### config.mk
export PLATFORM = sky130hd
export DESIGN_NAME = joy_autoread_flat
export DESIGN_NICKNAME = d
export VERILOG_FILES = /design/src/rtl/joy_pkg.sv /design/src/rtl/joy_if.sv /design/src/rtl/joy_shift.sv /design/src/rtl/joy_autoread.sv /design/src/flat_wrapper.sv
export SDC_FILE = /design/constraint.sdc
export NUM_CORES = 1
export LEC_CHECK = 0
export BUFFER_PORTS_ARGS = -buffer_cell sky130_fd_sc_hd__buf_2
export CORE_ASPECT_RATIO = 1.25
export CORE_MARGIN = 1.5
export CORE_UTILIZATION = 40
export CTS_CLUSTER_SIZE = 24
export DETAILED_ROUTE_END_ITERATION = 8
export GPL_TIMING_DRIVEN = 0
export SYNTH_ARGS = -nofsm -noshare
export SYNTH_HDL_FRONTEND = slang
export SYNTH_HIERARCHICAL = 1
export SYNTH_SLANG_ARGS = --single-unit
### constraint.sdc
create_clock -name clk_sys -period 3.4 [get_ports clk_sys]
set_input_delay 0.34 -clock clk_sys [delete_from_list [all_inputs] [get_ports clk_sys]]
set_output_delay 0.34 -clock clk_sys [all_outputs]
set_load 0.01 [all_outputs]
### src/rtl/joy_pkg.sv
// joy_pkg: shared types and constants for the controller-port auto-read block.
// Optional feature macro: JOY_PRESENT_EN (pad presence detection bit).
package joy_pkg;

  localparam int unsigned JOY_BITS  = 16;
  localparam int unsigned JOY_LANES = 2;
  localparam int unsigned IDX_W     = $clog2(JOY_BITS);

  typedef enum logic [2:0] {
    ST_IDLE,
    ST_LATCH,
    ST_CLK_LO,
    ST_CLK_HI,
    ST_PRESENT_LO,
    ST_PRESENT_HI,
    ST_COMMIT
  } joy_state_t;

  localparam logic [JOY_BITS-1:0] WORD_RST = '0;

`ifdef JOY_PRESENT_EN
  localparam logic [1:0] PRESENT_RST = 2'b00;
`else
  localparam logic [1:0] PRESENT_RST = 2'b11;
`endif

endpackage

### src/rtl/joy_if.sv
// joy_if: latch/clock/data lines between the auto-read initiator and both ports.
interface joy_if;
  import joy_pkg::*;

  logic                 JOY_STRB;
  logic                 JOY1_CLK;
  logic                 JOY2_CLK;
  logic [JOY_LANES-1:0] JOY1_DI;
  logic [JOY_LANES-1:0] JOY2_DI;

  modport master (
    output JOY_STRB, JOY1_CLK, JOY2_CLK,
    input  JOY1_DI, JOY2_DI
  );

  modport slave (
    input  JOY_STRB, JOY1_CLK, JOY2_CLK,
    output JOY1_DI, JOY2_DI
  );

endinterface

### src/rtl/joy_shift.sv
// joy_shift: two-lane MSB-first shadow shift register for one controller port.
module joy_shift
  import joy_pkg::*;
(
  input  logic                 clk_sys,
  input  logic                 reset,
  input  logic                 clear,
  input  logic                 sample,
  input  logic [JOY_LANES-1:0] di,
  output logic [JOY_BITS-1:0]  d0,
  output logic [JOY_BITS-1:0]  d1
);

  // First serial bit ends up in bit 15 after all shifts.
  always_ff @(posedge clk_sys) begin
    if (reset || clear) begin
      d0 <= WORD_RST;
      d1 <= WORD_RST;
    end else if (sample) begin
      d0 <= {d0[JOY_BITS-2:0], di[0]};
      d1 <= {d1[JOY_BITS-2:0], di[1]};
    end
  end

endmodule

### src/rtl/joy_autoread.sv
// joy_autoread: vblank-triggered serial read of both controller ports with
// atomic commit of four joypad words. Optional macro: JOY_PRESENT_EN.
module joy_autoread
  import joy_pkg::*;
#(
  parameter int unsigned LATCH_CYCLES = 12,
  parameter int unsigned HALF_CYCLES  = 96
) (
  input  logic                clk_sys,
  input  logic                reset,
  input  logic                enable,
  input  logic                start,
  input  logic                manual_latch,
  output logic                busy,
  output logic                done,
  joy_if.master               joy,
  output logic [JOY_BITS-1:0] joy1_d0,
  output logic [JOY_BITS-1:0] joy1_d1,
  output logic [JOY_BITS-1:0] joy2_d0,
  output logic [JOY_BITS-1:0] joy2_d1,
  output logic [1:0]          joy_present
);

  localparam int unsigned MAX_CYCLES = (LATCH_CYCLES > HALF_CYCLES) ? LATCH_CYCLES : HALF_CYCLES;
  localparam int unsigned CNT_W      = (MAX_CYCLES > 1) ? $clog2(MAX_CYCLES) : 1;

  joy_state_t          state, next_state;
  logic [CNT_W-1:0]    cnt;
  logic [IDX_W-1:0]    idx;
  logic                phase_last;
  logic                sample, clear, commit;
  logic [JOY_BITS-1:0] sh1_d0, sh1_d1, sh2_d0, sh2_d1;
`ifdef JOY_PRESENT_EN
  logic                present_sample;
  logic [1:0]          present_sh;
`endif

  // Last cycle of the current timed phase.
  assign phase_last = (state == ST_LATCH) ? (cnt == CNT_W'(LATCH_CYCLES - 1))
                                          : (cnt == CNT_W'(HALF_CYCLES - 1));

  // State register.
  always_ff @(posedge clk_sys) begin
    if (reset) state <= ST_IDLE;
    else       state <= next_state;
  end

  // Next-state and control strobes.
  always_comb begin
    next_state = state;
    sample     = 1'b0;
    clear      = 1'b0;
    commit     = 1'b0;
`ifdef JOY_PRESENT_EN
    present_sample = 1'b0;
`endif
    case (state)
      ST_IDLE: begin
        if (start && enable) begin
          next_state = ST_LATCH;
          clear      = 1'b1;
        end
      end
      ST_LATCH: begin
        if (phase_last) begin
          next_state = ST_CLK_LO;
          sample     = 1'b1;
        end
      end
      ST_CLK_LO: begin
        if (phase_last) next_state = ST_CLK_HI;
      end
      ST_CLK_HI: begin
        if (phase_last) begin
          if (idx == IDX_W'(JOY_BITS - 1)) begin
`ifdef JOY_PRESENT_EN
            next_state     = ST_PRESENT_LO;
            present_sample = 1'b1;
`else
            next_state = ST_COMMIT;
            commit     = 1'b1;
`endif
          end else begin
            next_state = ST_CLK_LO;
            sample     = 1'b1;
          end
        end
      end
      ST_PRESENT_LO: begin
        if (phase_last) next_state = ST_PRESENT_HI;
      end
      ST_PRESENT_HI: begin
        if (phase_last) begin
          next_state = ST_COMMIT;
          commit     = 1'b1;
        end
      end
      ST_COMMIT: next_state = ST_IDLE;
      default:   next_state = ST_IDLE;
    endcase
  end

  // Phase counter restarts on every state change.
  always_ff @(posedge clk_sys) begin
    if (reset || (next_state != state)) cnt <= '0;
    else if (busy)                      cnt <= cnt + CNT_W'(1);
  end

  // Bit index advances at the end of each non-final high phase.
  always_ff @(posedge clk_sys) begin
    if (reset || clear)
      idx <= '0;
    else if ((state == ST_CLK_HI) && phase_last && (idx != IDX_W'(JOY_BITS - 1)))
      idx <= idx + IDX_W'(1);
  end

  // Status and port-line decode from the registered state.
  assign busy         = (state == ST_LATCH) || (state == ST_CLK_LO) || (state == ST_CLK_HI) ||
                        (state == ST_PRESENT_LO) || (state == ST_PRESENT_HI);
  assign done         = (state == ST_COMMIT);
  assign joy.JOY_STRB = (state == ST_IDLE) ? (manual_latch && !reset) : (state == ST_LATCH);
  assign joy.JOY1_CLK = !((state == ST_CLK_LO) || (state == ST_PRESENT_LO));
  assign joy.JOY2_CLK = !((state == ST_CLK_LO) || (state == ST_PRESENT_LO));

  joy_shift u_shift1 (
    .clk_sys (clk_sys),
    .reset   (reset),
    .clear   (clear),
    .sample  (sample),
    .di      (joy.JOY1_DI),
    .d0      (sh1_d0),
    .d1      (sh1_d1)
  );

  joy_shift u_shift2 (
    .clk_sys (clk_sys),
    .reset   (reset),
    .clear   (clear),
    .sample  (sample),
    .di      (joy.JOY2_DI),
    .d0      (sh2_d0),
    .d1      (sh2_d1)
  );

  // Results load on the edge into COMMIT so they appear alongside done.
  always_ff @(posedge clk_sys) begin
    if (reset) begin
      joy1_d0 <= WORD_RST;
      joy1_d1 <= WORD_RST;
      joy2_d0 <= WORD_RST;
      joy2_d1 <= WORD_RST;
    end else if (commit) begin
      joy1_d0 <= sh1_d0;
      joy1_d1 <= sh1_d1;
      joy2_d0 <= sh2_d0;
      joy2_d1 <= sh2_d1;
    end
  end

`ifdef JOY_PRESENT_EN
  // Presence bits: D0 of each port after the extra clock, committed with the words.
  always_ff @(posedge clk_sys) begin
    if (reset || clear) present_sh <= 2'b00;
    else if (present_sample) present_sh <= {joy.JOY2_DI[0], joy.JOY1_DI[0]};
  end

  // Committed presence bits.
  always_ff @(posedge clk_sys) begin
    if (reset)       joy_present <= PRESENT_RST;
    else if (commit) joy_present <= present_sh;
  end
`else
  assign joy_present = PRESENT_RST;
`endif

endmodule

### src/flat_wrapper.sv
// flat-port wrapper written by rule: the top's interface ports become plain ports
module joy_autoread_flat import joy_pkg::*;
#(
  parameter int unsigned LATCH_CYCLES = 12,
  parameter int unsigned HALF_CYCLES  = 96
)
  (clk_sys, reset, enable, start, manual_latch, busy, done, joy1_d0, joy1_d1, joy2_d0, joy2_d1, joy_present, joy_JOY_STRB, joy_JOY1_CLK, joy_JOY2_CLK, joy_JOY1_DI, joy_JOY2_DI);
  joy_if joy_i ();
  input  logic clk_sys;
  input  logic reset;
  input  logic enable;
  input  logic start;
  input  logic manual_latch;
  output logic busy;
  output logic done;
  output logic [JOY_BITS-1:0] joy1_d0;
  output logic [JOY_BITS-1:0] joy1_d1;
  output logic [JOY_BITS-1:0] joy2_d0;
  output logic [JOY_BITS-1:0] joy2_d1;
  output logic [1:0] joy_present;
  output wire logic [$bits(joy_i.JOY_STRB)-1:0] joy_JOY_STRB;
  output wire logic [$bits(joy_i.JOY1_CLK)-1:0] joy_JOY1_CLK;
  output wire logic [$bits(joy_i.JOY2_CLK)-1:0] joy_JOY2_CLK;
  input wire logic [$bits(joy_i.JOY1_DI)-1:0] joy_JOY1_DI;
  input wire logic [$bits(joy_i.JOY2_DI)-1:0] joy_JOY2_DI;
  assign joy_JOY_STRB = joy_i.JOY_STRB;
  assign joy_JOY1_CLK = joy_i.JOY1_CLK;
  assign joy_JOY2_CLK = joy_i.JOY2_CLK;
  assign joy_i.JOY1_DI = joy_JOY1_DI;
  assign joy_i.JOY2_DI = joy_JOY2_DI;
  joy_autoread #(.LATCH_CYCLES(LATCH_CYCLES), .HALF_CYCLES(HALF_CYCLES)) u_core (.clk_sys(clk_sys), .reset(reset), .enable(enable), .start(start), .manual_latch(manual_latch), .busy(busy), .done(done), .joy(joy_i), .joy1_d0(joy1_d0), .joy1_d1(joy1_d1), .joy2_d0(joy2_d0), .joy2_d1(joy2_d1), .joy_present(joy_present));
endmodule
Word-level counts from Yosys, hierarchy flattened
Cells that the tools add are included.
{"block": "word_totals", "register_bits": 142, "out_inout_bits": 71, "input_bits": 9}
{"block": "classes", "addsub": 2, "eq_ne": 11, "reduce_logical": 14, "muxes": 19}
{"op": "2-to-1 mux 3 bit", "n": 7}
{"op": "one-hot mux 3 bit (6 select lines)", "n": 1}
{"op": "equality test 3 bit (second input constant)", "n": 3}
{"op": "2-to-1 mux 1 bit", "n": 9}
{"op": "adder 7 x 1 -> 7 bit (second input constant)", "n": 1}
{"op": "equality test 7 x 4 -> 1 bit (second input constant)", "n": 1}
{"op": "equality test 7 bit (second input constant)", "n": 1}
{"op": "logical OR 1 bit", "n": 7}
{"op": "equality test 3 x 2 -> 1 bit (second input constant)", "n": 2}
{"op": "adder 4 x 1 -> 4 bit (second input constant)", "n": 1}
{"op": "equality test 4 bit (second input constant)", "n": 1}
{"op": "logical AND 1 bit", "n": 4}
{"op": "inequality test 4 bit (second input constant)", "n": 1}
{"op": "one-hot mux 1 bit (2 select lines)", "n": 2}
{"op": "equality test 3 x 1 -> 1 bit (second input constant)", "n": 1}
{"op": "logical NOT 3 bit", "n": 1}
{"op": "inequality test 3 bit", "n": 1}
{"op": "logical NOT 1 bit", "n": 2}

Depth between registers and ports, before layout
{"block": "depth", "ltp_word": 6, "depth_mapped": 9, "mapped_depth_nobuf": 7}

By module
The synthesis kept the hierarchy.
{"mod": "joy_autoread", "n_inst": 1, "seq_area_each_um2": 1561.5, "area_per_inst_um2": 3463.3, "cells_each": 380}
{"mod": "joy_shift", "n_inst": 2, "seq_area_each_um2": 640.6, "area_per_inst_um2": 1156.1, "cells_each": 105}

Worst setup path after synthesis
Ideal clock, no wire load.
{"block": "synth_timing", "path_type": "reg-to-reg", "start": "reg u_core.cnt[0]", "end": "reg u_core.u_shift1.d0[0]", "path_buffers": 2, "t_required_ns": 3.286, "synth_period_minus_slack_ns": 2.150, "path_slack_ns": 1.250, "path_stages_with_launch": 10, "t_arrival_ns": 2.036, "cell_sequence": "dfxtp_1 > ha_1 > and2_1 > nand3b_1 > or2_2 > a211oi_1 > buf_4 > buf_4 > mux2i_1 > nor2_1"}
{"block": "synth_via", "elab_chain_len": 4, "word_cells_on_any_way": 6}
{"item": "from (decl)", "line_no": "joy_autoread.sv:28", "rtl": "logic [CNT_W-1:0] cnt;"}
{"item": "from (signal assigned)", "line_no": "joy_autoread.sv:106", "rtl": "else if (busy) cnt <= cnt + CNT_W'(1);"}
{"item": "equality test 7 bit or equality test 7 x 4 -> 1 bit (tied branches)", "line_no": "joy_autoread.sv:40, joy_autoread.sv:39"}
{"item": "2-to-1 mux 1 bit (*)", "line_no": "joy_autoread.sv:39", "rtl": "assign phase_last = (state == ST_LATCH) ? (cnt == CNT_W'(LATCH_CYCLES - 1))"}
{"item": "2-to-1 mux 1 bit (on tied branches)", "line_no": "joy_autoread.sv:74, joy_autoread.sv:65"}
{"item": "one-hot mux 1 bit (2 select lines) (*)", "line_no": "joy_autoread.sv:57", "rtl": "case (state)"}
{"item": "net u_core.sample", "line_no": "joy_autoread.sv:31", "rtl": "logic sample, clear, commit;"}
{"item": "to (signal assigned)", "line_no": "joy_shift.sv:20", "rtl": "d0 <= {d0[JOY_BITS-2:0], di[0]};"}
{"item": "to (decl)", "line_no": "joy_shift.sv:10", "rtl": "output logic [JOY_BITS-1:0] d0,"}
Mark *: on every way through the listed nets, which the timed path passes. The rest lies on a longest branch.
A chain may end at the register's enable or synchronous reset.

Worst setup path in the final report
{"block": "layout_timing", "start": "reg u_core.cnt[0]", "end": "reg u_core.u_shift1.d0[5]"}
Same word-level chain as after synthesis.

==> flow_summary.ini <==
[sta]
finalClockSkew_ps = 8.20
post-route-min-period_ps = 2660
period_share_pct = 78.3
report.final.hold_viol_count = 0
rsz0062_at_grt = no
slew-limit-headroom_pct = 59.4
fmax_mhz = 376
tns_ps = 0
slew_violations = 0
tightest_slew_ps = 603
setup_viol = 0

[setup_path]
critPathMostFrequentCell = buf_4
worst-endpoint-required_ps = 3700
worstPathCellList = ha_1 -> and2_1 -> nand3b_1 -> or2_2 -> a211oi_1 -> buf_4 -> buf_4 -> mux2i_1 -> nor2_1
r2r_end = u_core/u_shift1/d0[5]
worst-r2r-setup-slack_ps = 740
cp.arrival_ps = 2960
cp-start-kind = register
slowest_stage = a211oi_1
reg2reg_depth = 9
reg2reg_from = u_core/cnt[0]
critPathKind = register to register
end_kind = register
critPathMaxStageDelay_ps = 410
path_max_fanout = 10

[power_and_ir_drop]
vdd.ir_drop.worst_mv = 0.300
powerDensity_mw_per_mm2 = 525
power_leakage_nw = 2.53

[die]
die_h_um = 137
coreArea_mm2 = 0.0139
rows = 48
die_w_um = 110
initial_core_util_pct = 41.5
dieArea_mm2 = 0.0152
io_pins = 80

[logic_synthesis]
post-synth-top-count-cell = dfxtp_1
yosys_warnings = 6
synth_area_leader_cell = dfxtp_1
ys_types = 40
synth_edf_count = 0
yosysTopAreaCellShare_pct = 49.2
syn_inst = 590
async_reset_ff_share_pct = 0
synth_area_mm2 = 0.00578
synthTopCellsByArea = dfxtp_1 (49%), mux2i_1 (23%), nand2_1 (8.9%), nor2_1 (4.4%), buf_12 (1.7%)
ys_seq_area_share_pct = 49.2
synth_common_cells = dfxtp_1 (142), nand2_1 (137), mux2i_1 (133), nor2_1 (67), clkbuf_1 (16)
ys.flop_type = dfxtp_1
avgSynthCellArea_um2 = 9.79
ys_ff_latch = 142

[clocking]
path_clk_slew_ps = 60
clock_sinks = 142
cts_hold_buf = 0
htreeDepth = 4
cts-root-buf = clkbuf_16
cts-buffers-inserted = 17
post_cts_buffers = 0
ctsResizeCount = 0
cts_buffer_depth = 2
cts_tree = built
clk_latency_ps = 410

[placed_design]
gp_congestion = 0.798
io_buffers = 77
post-dp-hpwl_mm = 8.23

[worst_hold_path]
holdCritPathClass = input pin to register
holdPathStages = 2
hold_path_startpoint = reset
min_to = u_core/state[1]

[drt]
routedWlPerCell_um = 13.1
ant_nets = 0
first_pass_iters = 5
drtIter0Drc = 187
drc = 0
via_count = 4225
routed_wl_mm = 11.5
viasPerCell = 4.83

[job]
drv_cap = 0

[layout]
seqCellArea_mm2 = 0.00284
fillers = 1328
syn2layout_area_growth_pct = 21.1
antenna-diode-count = 0
drive_gt1_share_pct = 20.3
multiInputGateArea_mm2 = 0.00256
fin_nets = 698
fin_util_pct = 50.2

[grt]
grt_pass1_vias = 4201
grtUsageTotal_pct = 15.9
grt-ovfl-total = 0
antenna_found_initial = 0
grt_pass1_wl_mm = 19.6
grt_start_max_net_pins = 17

[status]
outcome = finished clean
==> per-stage QoR <==
| stage | area [µm²] | setup slack (ps) | hold slack [ps] | cells | power, mW |
|---|---|---|---|---|---|
| 3_3_place_gp | 6380 | 835 | 440 | 843 | 1.80 |
| 6_report | 7000 | 739 | 170 | 875 | 3.67 |
| 3_5_place_dp | 6380 | 780 | 444 | 843 | 1.80 |
| 4_1_cts | 7000 | 749 | 152 | 875 | 3.72 |
| 2_1_floorplan | 5780 | 1250 | 409 | 591 | 1.77 |
| 5_1_grt | 7000 | 524 | 170 | 875 | 3.79 |
==> layout make-up <==
| class | count | area share (%) |
|---|---|---|
| inverter | 2 | 0.107 |
| sequential | 142 | 40.6 |
| buffer | 44 | 5.22 |
| timing repair buffer | 77 | 5.51 |
| tap | 175 | 3.13 |
| multi-input combinational | 403 | 36.6 |
| clock inverter | 15 | 2.66 |
| clock buffer | 17 | 6.08 |
==> report_power, final <==
part	internal (mW)	total, mW	switching (mW)	leakage, nW
Sequential	1.67	1.67	0.00137	1.14
Combinational	0.0298	0.0960	0.0661	1.10
Clock	1.17	1.91	0.740	0.287
Total	2.86	3.67	0.808	2.53
==> logic make-up (layout without fill, tap and decap cells) <==
group	Yosys count	count (layout)	synth area share, %
multiplexers	134	134	23.3
AND/OR/NAND/NOR	248	248	18.3
AO/OA/AOI/OAI	10	10	1.21
other	1	2	0.0649
buffers and inverters	46	155	6.46
adder cells (fa/ha/maj)	2	2	0.433
flip-flops	142	142	49.2
XOR/XNOR	7	7	1.06
==> cell usage in the layout (no fill, tap or decap), types with 2 or more instances in the layout <==
| cell type | n |
|---|---|
| buf_4 | 12 |
| clkbuf_1 | 16 |
| clkinvlp_4 | 4 |
| ha_1 | 2 |
| dfxtp_1 | 142 |
| nor3_1 | 11 |
| bufinv_16 | 3 |
| a21oi_1 | 5 |
| nand2b_1 | 5 |
| conb_1 | 2 |
| nor2_1 | 67 |
| or2_1 | 2 |
| mux2i_1 | 133 |
| nor4_1 | 4 |
| nand2_1 | 137 |
| and3_1 | 2 |
| xor2_1 | 4 |
| nand4_1 | 3 |
| buf_12 | 5 |
| buf_6 | 8 |
| inv_6 | 5 |
| inv_1 | 2 |
| clkbuf_16 | 17 |
| clkbuf_2 | 2 |
| xnor2_1 | 3 |
| nand3_1 | 4 |
| buf_2 | 77 |
| or3_1 | 2 |
| nor2b_1 | 2 |
| clkinv_4 | 2 |
==> per-layer routing <==
layer / track usage [%] / part of all wire, % / up-vias
met2: 27.8 / 49 / 99
met4: 7.19 / 1.8 / 0
li1: - / - / 2154
met3: 3.21 / 4.0 / 17
met5: 0 / 0 / -
met1: 18.8 / 45 / 1955
==> how the worst max path moves through the flow <==
stage | start | to | slack [ps] | depth (start not counted)
after floorplan | u_core/cnt[0] | u_core/u_shift1/d0[0] | 1250 | 9
after global placement | u_core/cnt[0] | u_core/u_shift1/d1[5] | 840 | 9
after detailed placement | u_core/cnt[0] | u_core/u_shift1/d0[11] | 780 | 9
after CTS | u_core/cnt[0] | u_core/u_shift1/d0[5] | 750 | 9
after global routing | u_core/cnt[0] | u_core/u_shift2/d0[15] | 520 | 9
final | u_core/cnt[0] | u_core/u_shift1/d0[5] | 740 | 9
==> worst max-delay path, delay by kind of cell (launching register included) <==
kind | cells | cell delay (ps)
flops | 1 | 370
mux | 1 | 230
buf+inv | 2 | 450
simple gates | 4 | 860
fa+ha+maj | 1 | 230
compound gates | 1 | 410
==> state kept, by name, indices dropped and copies added (netlist names) <==
name / cells
u_core/u_shift1/d1: 16
u_core/u_shift2/d0: 16
u_core/state: 3
u_core/idx: 4
u_core/joy2_d1: 16
u_core/cnt: 7
u_core/u_shift1/d0: 16
u_core/u_shift2/d1: 16
u_core/joy1_d1: 16
u_core/joy2_d0: 16
u_core/joy1_d0: 16
No activity file was read; power rests on OpenSTA's default activity.
